--- src/rtl/popcount_pkg.sv ---
// Shared types and constants for the sequential population counter.
package popcount_pkg;

    typedef enum logic [1:0] {
        IDLE = 2'd0,
        BUSY = 2'd1,
        DONE = 2'd2
    } state_t;

    localparam logic MODE_ONES  = 1'b0;
    localparam logic MODE_ZEROS = 1'b1;

endpackage

--- src/rtl/popcount_seq_chunk_popcount.sv ---
// Combinational population count of one CHUNK-bit slice.
module chunk_popcount #(
    parameter int CHUNK = 4,
    localparam int PC_W = $clog2(CHUNK + 1)
) (
    input  logic [CHUNK-1:0] d,
    output logic [PC_W-1:0]  cnt
);

    always_comb begin
        cnt = '0;
        for (int i = 0; i < CHUNK; i++) begin
            cnt = cnt + PC_W'(d[i]);
        end
    end

endmodule

--- src/rtl/popcount_seq.sv ---
// Multi-cycle ones/zeros counter: scans CHUNK bits per clock and
// reports the sum with a one-cycle done pulse.
module popcount_seq
    import popcount_pkg::*;
#(
    parameter int WIDTH = 16,
    parameter int CHUNK = 4,
    localparam int CNT_W = $clog2(WIDTH + 1)
) (
    input  logic             clk,
    input  logic             rst_n,
    input  logic             start,
    input  logic             mode,
    input  logic [WIDTH-1:0] a,
    output logic             busy,
    output logic             done,
    output logic [CNT_W-1:0] one
);

    localparam int N    = WIDTH / CHUNK;
    localparam int CI_W = (N > 1) ? $clog2(N) : 1;
    localparam int PC_W = $clog2(CHUNK + 1);
    localparam logic [CI_W-1:0] LAST = CI_W'(N - 1);

    state_t           state;
    logic [WIDTH-1:0] shift;
    logic [WIDTH-1:0] shr;
    logic [CI_W-1:0]  cidx;
    logic [CNT_W-1:0] acc;
    logic [PC_W-1:0]  pc;
    logic [CNT_W-1:0] sum;

    chunk_popcount #(
        .CHUNK(CHUNK)
    ) u_chunk (
        .d  (shift[CHUNK-1:0]),
        .cnt(pc)
    );

    // A full-width chunk leaves nothing to shift in.
    generate
        if (CHUNK == WIDTH) begin : g_noshift
            assign shr = '0;
        end else begin : g_shift
            assign shr = {{CHUNK{1'b0}}, shift[WIDTH-1:CHUNK]};
        end
    endgenerate

    assign sum = acc + CNT_W'(pc);

    always_ff @(posedge clk) begin
        if (!rst_n) begin
            state <= IDLE;
            shift <= '0;
            cidx  <= '0;
            acc   <= '0;
            busy  <= 1'b0;
            done  <= 1'b0;
            one   <= '0;
        end else begin
            unique case (state)
                IDLE: begin
                    done <= 1'b0;
                    if (start) begin
                        shift <= (mode == MODE_ZEROS) ? ~a : a;
                        acc   <= '0;
                        cidx  <= '0;
                        busy  <= 1'b1;
                        state <= BUSY;
                    end
                end
                BUSY: begin
                    acc   <= sum;
                    shift <= shr;
                    cidx  <= cidx + CI_W'(1);
                    if (cidx == LAST) begin
                        one   <= sum;
                        busy  <= 1'b0;
                        done  <= 1'b1;
                        state <= DONE;
                    end
                end
                DONE: begin
                    done  <= 1'b0;
                    state <= IDLE;
                end
                default: begin
                    busy  <= 1'b0;
                    done  <= 1'b0;
                    state <= IDLE;
                end
            endcase
        end
    end

endmodule

--- config.mk ---
export PLATFORM = sky130hd
export DESIGN_NAME = popcount_seq
export DESIGN_NICKNAME = d
export VERILOG_FILES = /design/src/rtl/popcount_pkg.sv /design/src/rtl/popcount_seq_chunk_popcount.sv /design/src/rtl/popcount_seq.sv
export SDC_FILE = /design/constraint.sdc
export NUM_CORES = 1
export LEC_CHECK = 0
export ABC_AREA = 1
export BUFFER_PORTS_ARGS = -buffer_cell sky130_fd_sc_hd__clkbuf_2
export CORE_MARGIN = 2
export CORE_UTILIZATION = 59
export DETAILED_ROUTE_END_ITERATION = 7
export PLACE_DENSITY = 0.83
export SLEW_MARGIN = 20
export SYNTH_ARGS = -nofsm -noshare
export SYNTH_HDL_FRONTEND = slang
export SYNTH_SLANG_ARGS = --single-unit
--- constraint.sdc ---
create_clock -name clk -period 4 [get_ports clk]
set_input_delay 0.8 -clock clk [delete_from_list [all_inputs] [get_ports clk]]
set_output_delay 0.8 -clock clk [all_outputs]
set_load 0.02 [all_outputs]
==> summary.md <==
| Metric | Value |
|---|---|
| All-layer global routing usage | `20.7%` |
| Die area | `3190 µm²` |
| Non-Filler Instances | `265` |
| Final hold viol count | `0` |
| Gr busiest metal | `met2` |
| First-pass DRT Iterations | `4` |
| Layout Skew | `0.00768 ns` |
| Slew HR | `69.4%` |
| Avg Vias per Cell | `5.34` |
| CP Class | `reg -> reg` |
| Maxcap violations | `0` |
| Netlist cell types | `22` |
| H-Tree Depth | `2` |
| Seq/Total Area, Yosys | `39.4%` |
| Status | `complete, no violations` |
| Nets | `261` |
| Worst Tran Pin Value | `0.460 ns` |
| Syn_nets | `239` |
| Cell-internal power | `0.000471 W` |
| First-pass GRT wire length | `5160 µm` |
| Hold WC Path Type | `reg -> reg` |
| Synth warn | `0` |
| Final count of negative-setup-slack endpoints | `0` |
| Post-synth top area cell | `dfxtp_1` |
| Post-cts repair resize count | `0` |
| Worst skew pair latency | `0.34 ns` |
| Placed cells | `257` |
| Antenna violations before repair | `0` |
| Minimum clock period after layout | `2.26 ns` |
| Area Overhead vs Synth | `9.32%` |
| Synthesized area | `1620 µm²` |
| Sw power | `0.000191 W` |
| Worst Path Max Fanout | `3` |
| Pre-CTS setup slack | `1.74 ns` |
| Period utilization | `56.6%` |
| Worst setup margin | `1.74 ns` |
| Cell with the most instances after synthesis | `nand2_1` |
| Critical path capture point type | `flip-flop` |
| RSZ-0062 raised after global routing | `no` |
| FP Rows | `19` |
| DR DRC count | `0` |
| CTS sink count | `32` |
| Routed vias | `1416` |
| Post-synth EDFFs | `0` |
| Area after DPL | `1720 µm²` |
| Yosys reg bits | `32` |
| Main synth FF type | `dfxtp_1` |
| Largest net degree at the start of global routing | `23` |
| Remaining antenna violation count | `0` |
| DRT Wirelength | `3060 µm` |
| Async set or reset register ratio after synthesis | `0%` |
| Sw frac | `28.8%` |
| Cell Pwr Density | `373 nW/µm²` |
| GRT Residual Overflow | `0` |
| Synthesized area per cell | `7.70 µm²` |
| Initial core utilization | `60.5%` |
| Initial DRC count | `38` |
| Combinational power share | `17.6%` |
| Power Total | `0.000662 W` |
| CP Data Required Time | `4.25 ns` |
| Share of cells above drive strength 1 | `17.9%` |
| Clock root buffer | `clkbuf_4` |
| Met1 GRT Util | `25.7%` |
| Cts hold-fix bufs | `0` |
| Max-slew violations | `0` |
| CTS buffer count | `5` |
| Post-DP HPWL | `2140 µm` |
| Die Span X | `56.5 µm` |
| Clk pin slew, worst setup/hold paths | `0.10 ns` |
| Clock share of power | `29.5%` |
| GPL Wtd Cong | `0.850` |
| Synth top cells by count | `nand2_1, a21oi_1, dfxtp_1, o21ai_0, inv_1` |
| GR Util met2 | `34.4%` |
| Core Region | `2690 µm²` |
| FILL cells | `245` |
| Seq pwr share | `52.9%` |
| CP arrival | `2.51 ns` |
| Pleak | `0.840 nW` |
| Achievable frequency | `0.442 GHz` |
| Yosys top cell area share | `39.4%` |
| Die Span Y | `56.5 µm` |
| CTS tree | `built` |
| Vias in the first global route | `1214` |
| Final instance area | `1780 µm²` |
| Diode count | `0` |
| Routed WL per cell | `11.6 µm` |
| CP startpoint kind | `flip-flop` |
| Synth Instances | `211` |
| Port Buffers | `26` |
| Clock Tree Buf Depth | `2` |
| Total negative slack | `0 ns` |
| Dominant cells by area after synthesis | `dfxtp_1, a21oi_1, nand2_1` |
| I/O pin count | `27` |
| Worst vdd ir | `349 µV` |
| Met3 GRT Util | `7.60%` |
| Setup bufs post-CTS | `0` |
## cells in the final DEF, fill, tap and decap left out, types with 4 or more instances in the layout
cell      Yosys  routed
ha_1          6       6
nor2_1       10      10
nand3_1      10      10
o21ai_0      15      15
inv_1        14      14
a21oi_1      38      38
clkbuf_2      0      26
dfxtp_1      32      32
xor2_1       13      13
or2_2         4       4
nand2_1      44      44
clkbuf_4      0       5
## layout make-up
class	count	area (µm²)	share of cell area [%]
Clock buffer	8	58.8	3.31
Inverter	17	63.8	3.59
Multi-Input combinational cell	151	843	47.5
Sequential cell	32	641	36.1
Tap cell	31	38.8	2.18
Timing Repair Buffer	26	130	7.33
## kinds of logic after synthesis
kind of cell,Yosys count,share of synthesized area [%]
DFF,32,39.4
xor gates and xnor gates,13,7.01
adders and majority gates,8,7.09
and+or+nand+nor,73,20.0
buffers and inverters,28,8.63
AOI/OAI and AO/OA,57,17.9
## layer usage
layer	up-vias	share of wire (%)
li1	734	-
met1	646	45
met2	34	49
met3	2	5.6
met4	0	0.88
met5	-	0
## sequential cells by signal, summed over array words and instances, names as in the netlist
register,cells
shift,16
acc,5
one,5
cidx,2
state,2
busy,1
done,1
## power groups by stage
stage                     sequential (W)  clock [W]  combinational, W
after detailed placement        0.000357          0          0.000115
after global placement          0.000357          0          0.000114
final                           0.000350   0.000195          0.000116
after global routing            0.000353   0.000213          0.000135
after floorplan                 0.000356          0         0.0000930
after CTS                       0.000350   0.000198          0.000117
## final timing paths
| check | from | endpoint | slack, ns | depth (start not counted) |
|---|---|---|---|---|
| setup / recovery | shift[0] | one[4] | 1.74 | 12 |
| setup reg to reg | shift[0] | one[4] | 1.74 | 12 |
| hold reg to reg | cidx[0] | cidx[0] | 0.46 | 1 |
| hold / removal | cidx[0] | cidx[0] | 0.46 | 1 |
## through the flow
step	utilization (%)	hold slack (ns)
finish	66.1	0.461
global route	66.1	0.490
CTS	66.1	0.466
detailed placement	63.9	0.454
global placement	63.9	0.451
floorplan	-	0.428
## critical path, cell delays in order (launching register included)
cell and delay (ns):
dfxtp_1 0.32, ha_1 0.27, inv_1 0.04, fa_1 0.47
inv_1 0.04, ha_1 0.21, fa_1 0.40, nand3_1 0.12
nand3b_1 0.09, nand2_1 0.07, nand2_1 0.04, nand2_1 0.05
inv_1 0.03
Power figures use the tool's default switching activity.
